===== config.mk =====
export PLATFORM = sky130hd
export DESIGN_NAME = fetch_decode_stage
export DESIGN_NICKNAME = d
export VERILOG_FILES = /design/src/rtl/fetch_decode_stage.sv
export SDC_FILE = /design/constraint.sdc
export NUM_CORES = 1
export LEC_CHECK = 0
export BUFFER_PORTS_ARGS = -buffer_cell sky130_fd_sc_hd__buf_4
export CAP_MARGIN = 20
export CORE_MARGIN = 1
export CORE_UTILIZATION = 47
export CTS_CLUSTER_SIZE = 20
export DETAILED_ROUTE_END_ITERATION = 16
export PLACE_DENSITY = 0.8
export SYNTH_ARGS = -nofsm -noshare
export SYNTH_HDL_FRONTEND = slang
export SYNTH_SLANG_ARGS = --single-unit

===== constraint.sdc =====
create_clock -name clk -period 1.99 [get_ports clk]
set_clock_uncertainty 0.05 [all_clocks]
set_input_delay 0.398 -clock clk [delete_from_list [all_inputs] [get_ports clk]]
set_output_delay 0.398 -clock clk [all_outputs]
set_load 0.05 [all_outputs]

===== src/rtl/fetch_decode_stage.sv =====
// rtl/fetch_decode_stage.sv - instruction fetch stage with IF/ID pipeline register
module fetch_decode_stage #(
    parameter int PC_W     = 8,
    parameter int INSTR_W  = 32,
    parameter int RESET_PC = 0,
    parameter int CNT_W    = 16
) (
    input  logic               clk,
    input  logic               reset,
    input  logic               stall,
    input  logic               branch_taken,
    input  logic [PC_W-1:0]    branch_target,
    output logic [PC_W-1:0]    imem_addr,
    input  logic [INSTR_W-1:0] imem_instr,
    output logic [INSTR_W-1:0] id_instr,
    output logic [PC_W-1:0]    id_pc,
    output logic [PC_W-1:0]    id_pc_plus8,
    output logic               id_valid,
    output logic [CNT_W-1:0]   stall_cnt
);

    localparam logic [PC_W-1:0] LP_RESET_PC = PC_W'(RESET_PC);

    logic [PC_W-1:0]    r_pc;
    logic [INSTR_W-1:0] r_id_instr;
    logic [PC_W-1:0]    r_id_pc;
    logic               r_id_valid;
    logic [CNT_W-1:0]   r_stall_cnt;

    logic [PC_W-1:0]    w_pc_plus4;
    logic [PC_W-1:0]    w_branch_pc;
    logic               w_cnt_max;

    assign w_pc_plus4  = r_pc + PC_W'(4);
    assign w_branch_pc = {branch_target[PC_W-1:2], 2'b00};
    assign w_cnt_max   = &r_stall_cnt;

    // Branch outranks stall: a redirect both flushes and consumes the cycle uncounted.
    always_ff @(posedge clk) begin
        if (!reset) begin
            r_pc        <= LP_RESET_PC;
            r_id_instr  <= '0;
            r_id_pc     <= '0;
            r_id_valid  <= 1'b0;
            r_stall_cnt <= '0;
        end else if (branch_taken) begin
            r_pc       <= w_branch_pc;
            r_id_instr <= '0;
            r_id_pc    <= '0;
            r_id_valid <= 1'b0;
        end else if (stall) begin
            if (!w_cnt_max) begin
                r_stall_cnt <= r_stall_cnt + CNT_W'(1);
            end
        end else begin
            r_id_instr <= imem_instr;
            r_id_pc    <= r_pc;
            r_id_valid <= 1'b1;
            r_pc       <= w_pc_plus4;
        end
    end

    assign imem_addr   = r_pc;
    assign id_instr    = r_id_instr;
    assign id_pc       = r_id_pc;
    assign id_pc_plus8 = r_id_pc + PC_W'(8);
    assign id_valid    = r_id_valid;
    assign stall_cnt   = r_stall_cnt;

endmodule


## Word-level counts from Yosys, hierarchy flattened

Index checks and enable logic that the tools add are counted.

| word-level totals | value |
|---|---|
| bits in registers | 65 |
| bits in latches | 0 |
| bits in writable memories | 0 |
| ROM bits | 0 |
| input bits | 44 |
| output and inout port bits | 73 |
| word-level logic and storage cells | 18 |
| memories kept | 0 |

| cells by class | value |
|---|---|
| $add $sub $neg | 3 |
| multipliers | 0 |
| div/mod/pow operators | 0 |
| order comparisons | 0 |
| equal/unequal tests | 1 |
| shift-type cells | 0 |
| muxes and demuxes | 2 |
| bitwise operators | 3 |
| reductions and logical operators | 3 |

Operators by type and width:

| operator | number |
|---|---|
| $add A16 B1 Y16 const B | 1 |
| $mux W8 | 2 |
| $reduce_and A16 Y1 | 1 |
| $add A8 B3 Y8 const B | 1 |
| $add A8 B4 Y8 const B | 1 |
| $not A1 Y1 | 3 |
| $reduce_and A3 Y1 | 1 |
| $ne A2 B1 Y1 const B | 1 |
| $reduce_or A2 Y1 | 1 |

## Logic depth before layout (Yosys ltp)

| depth | value |
|---|---|
| depth after elaboration | 3 |
| mapped depth | 7 |
| gate-level depth less buffers | 5 |

## Least setup slack after synthesis

No wires, ideal clock.

| path | value |
|---|---|
| path type | register to output |
| start | register r_id_pc[3] (netlist: id_pc[3]) |
| end | output port id_pc_plus8[7] |
| data arrival time | 1.891 ns |
| data required time | 1.542 ns |
| path slack | -0.349 ns |
| cell stages (with the launch flop) | 4 |
| buffers on the path | 0 |
| cells stage by stage | dfxtp_1 ha_1 nand3_1 xnor2_1 |

| between the ends | value |
|---|---|
| word-level cells in the longest chain between the ends | 1 |

RTL lines:

| element | RTL line | source |
|---|---|---|
| start: declaration | 26 | `logic [PC_W-1:0] r_id_pc;` |
| start signal: assignment | 57 | `r_id_pc <= r_pc;` |
| $add A8 B4 Y8 | 66 | `assign id_pc_plus8 = r_id_pc + PC_W'(8);` |
| end: declaration | 17 | `output logic [PC_W-1:0] id_pc_plus8,` |

No other way between the ends.

## Worst setup path in the final report

Same ends and word-level chain as after synthesis.

==> results.sh <==
export IMPL_clk_pin_slew_ns=0.06
export IMPL_die_w_um=76.2
export IMPL_synth_seq_cells=61
export IMPL_drtIter0Drc=118
export IMPL_total_power_w=0.00270
export IMPL_netlist_area_sq_mm=0.00259
export IMPL_synth_warnings=0
export IMPL_start_kind="flop"
export IMPL_worstSkewPairLatency_ns=0.33
export IMPL_n_antenna_cell=0
export IMPL_end_kind="primary output"
export IMPL_wl_um=5910
export IMPL_worst_hold_path_type="input pin to flop"
export IMPL_max_slew_margin=0.624
export IMPL_slew_violations=0
export IMPL_synth_xor_area_frac=0.0338
export IMPL_wl_per_cell_um=12.7
export IMPL_power_leakage_nw=1.80
export IMPL_rsz0062_at_grt="false"
export IMPL_arrival_ns=1.42
export IMPL_synth_compound_area_frac=0.0807
export IMPL_setup_viol=0
export IMPL_cts_sinks=61
export IMPL_slowest_stage="dfxtp_1"
export IMPL_max_stage_delay_ns=0.41
export IMPL_grt_pass1_wl_um=10000
export IMPL_pin_count=117
export IMPL_synth_cells=266
export IMPL_overflow=0
export IMPL_finalCritPeriodShare=0.940
export IMPL_vdd_drop_max_v=0.000531
export IMPL_postSynthAreaPerCell_sq_um=9.73
export IMPL_core_sq_mm=0.00520
export IMPL_required_ns=1.54
export IMPL_final_layout_size_suffix_gt1_frac=0.396
export IMPL_crit_end="id_pc_plus8[7]"
export IMPL_yosysUniqueCellTypes=35
export IMPL_cts_hold_buf=0
export IMPL_reg2reg_depth=6
export IMPL_status="finished clean"
export IMPL_cap_violations=0
export IMPL_htree_levels=3
export IMPL_via_count=2326
export IMPL_grt_use_total=0.214
export IMPL_fmax_mhz=535
export IMPL_crit_cells=4
export IMPL_drtPass1Iterations=4
export IMPL_synth_simple_area_share=0.174
export IMPL_io_buffers=108
export IMPL_p_per_area_mw_per_mm2=724
export IMPL_dp_hpwl_um=4250
export IMPL_grt_max_degree=35
export IMPL_syn_to_final_growth_pct=44.1
export IMPL_cts_buffer_depth=2
export IMPL_timing_final_crit_period_ns=1.87
export IMPL_r2r_slack_ns=0.15
export IMPL_cp_num_buf_inv=1
export IMPL_synth_top_family_by_area="simple AND/OR/NAND/NOR gates"
export IMPL_hold_viol_final=0
export IMPL_dpl_instance_area_sq_mm=0.00354
export IMPL_worstPathMaxFanout=5
export IMPL_finalNetCount=437
export IMPL_timing_rr_start="stall_cnt[0]$_SDFFE_PN0P_"
export IMPL_initial_utilization=0.497
export IMPL_numCtsBuffers=9
export IMPL_holdWs_ns=0.250
export IMPL_critical_path_class="flop to primary output"
export IMPL_timing_rr_end="stall_cnt[14]$_SDFFE_PN0P_"
export IMPL_grt_pass1_vias=2178
export IMPL_ys_seq_area_frac=0.472
export IMPL_vias_per_cell=5.01
export IMPL_tightest_slew_ns=0.563
export IMPL_route_detailed_drc=0
export IMPL_yosys_area_share_adder=0.0145
export IMPL_cts_tree="yes"
export IMPL_cp_startpoint="id_pc[3]$_SDFFE_PP0N_"
export IMPL_gp_congestion=0.730
export IMPL_num_rows=26
export IMPL_crit_chain="ha_1, nand3_1, xnor2_2, buf_4"
export IMPL_cpLargestDelayFamily="flip-flops"
export IMPL_synth_mux_area_frac=0.166
export IMPL_nFillCells=412
export IMPL_ant_nets=0
export IMPL_cts_root_buf="clkbuf_8"
export IMPL_antenna_found_initial=0
export IMPL_die_h_um=76.2
export IMPL_die_area_sq_mm=0.00581
export IMPL_fin_area_sq_mm=0.00373
## layout by cell type (no fill, tap or decap), types with 7 or more instances in the layout
| cell | instances |
|---|---|
| dfxtp_1 | 53 |
| a21oi_1 | 14 |
| dfxtp_2 | 8 |
| clkbuf_8 | 12 |
| or3_1 | 9 |
| nor2_1 | 48 |
| buf_4 | 129 |
| mux2i_1 | 43 |
| nand2_1 | 7 |
## state kept, by name, summed over array words and instances (netlist names)
signal / flops
id_instr: 32
id_pc: 6
id_valid: 1
imem_addr: 6
stall_cnt: 16
## what timing repair did
item / in CTS / in global routing
endpoints found under the hold margin: 0 / 0
pin swaps: 1 / 1
buffers inserted: 0 / 2
gates resized for setup: 0 / 0
setup endpoints to repair: 2 / 5
## worst reg2reg max path, stage by stage, from the launching register on
cell and delay (ns):
dfxtp_2 0.33, ha_1 0.18, buf_4 0.13, and4_1 0.23, o2111ai_1 0.29, or3_1 0.44
a21oi_1 0.14
## area by class of cell
class	instances	area, sq um	share of cell area
multi-input combinational	185	1250	0.335
clock inverter	1	5.00	0.00134
tap	70	87.6	0.0235
clock buffer	14	173	0.0463
inverter	4	15.0	0.00402
timing repair buffer	129	968	0.260
sequential	61	1230	0.330
## synth_stat cells
library cell,number,area [sq um]
dfxtp_1,61,1220
nor2_1,48,180
mux2i_1,43,430
a21oi_1,14,70.1
or3_1,9,56.3
buf_4,7,52.6
nand2_1,7,26.3
clkbuf_1,6,22.5
nand4_1,6,37.5
o21ai_1,6,30.0
xnor2_1,6,52.6
buf_2,5,25.0
inv_1,4,15.0
nand3_1,4,20.0
o31ai_1,4,30.0
or4_1,4,30.0
xor2_1,4,35.0
and3_1,3,18.8
ha_1,3,37.5
nand2b_1,3,18.8
o21ai_0,3,15.0
a21oi_2,2,17.5
nand4b_1,2,17.5
and2_1,1,6.26
and2b_1,1,7.51
and3b_1,1,8.76
and4_1,1,8.76
buf_1,1,3.75
buf_12,1,20.0
buf_6,1,11.3
conb_1,1,3.75
nand4_2,1,12.5
o2111ai_1,1,8.76
o211a_1,1,10.0
o41ai_4,1,27.5
## routing by layer
layer,global-route usage,routed length (um)
met2,0.335,2770
met1,0.261,2520
met3,0.0707,521
met5,0,0
met4,0.110,109
## power by group
| part | total (W) | switching (W) | leakage (nW) | internal, W |
|---|---|---|---|---|
| clock network | 0.000979 | 0.000432 | 0.0926 | 0.000546 |
| registers | 0.00129 | 0.0000281 | 0.500 | 0.00126 |
| logic | 0.000438 | 0.000266 | 1.21 | 0.000172 |
## cell families (layout without fill, tap and decap cells)
| group | count (synthesis) | count (layout) |
|---|---|---|
| other | 1 | 6 |
| flip-flops | 61 | 61 |
| AO/OA/AOI/OAI | 32 | 32 |
| AND/OR/NAND/NOR | 91 | 91 |
| XOR/XNOR | 10 | 10 |
| multiplexers | 43 | 43 |
| adder cells (fa/ha/maj) | 3 | 3 |
| buffers and inverters | 25 | 148 |
## worst min-delay path by stage
stage / startpoint / end / slack [ns] / depth (start not counted)
2_1_floorplan: reset / imem_addr[7]$_SDFFE_PN0P_ / 0.48 / 1
3_3_place_gp: id_valid$_SDFFE_PP0N_ / id_valid$_SDFFE_PP0N_ / 0.39 / 2
3_5_place_dp: id_valid$_SDFFE_PP0N_ / id_valid$_SDFFE_PP0N_ / 0.40 / 2
4_1_cts: imem_instr[16] / id_instr[16]$_SDFFE_PP0N_ / 0.24 / 3
5_1_grt: imem_instr[30] / id_instr[30]$_SDFFE_PP0N_ / 0.25 / 3
6_report: imem_instr[27] / id_instr[27]$_SDFFE_PP0N_ / 0.25 / 3
## per-stage QoR
| step | setup WS (ns) | cells | setup TNS (ns) | utilization |
|---|---|---|---|---|
| global route | 0.0358 | 464 | 0 | 0.717 |
| detailed placement | -0.0223 | 447 | -0.0223 | 0.680 |
| finish | 0.120 | 464 | 0 | 0.717 |
| global placement | 0.0133 | 447 | 0 | 0.680 |
| floorplan | -0.159 | 271 | -0.218 | - |
| CTS | 0.0167 | 462 | 0 | 0.714 |
(Power assumes the default switching activity.)
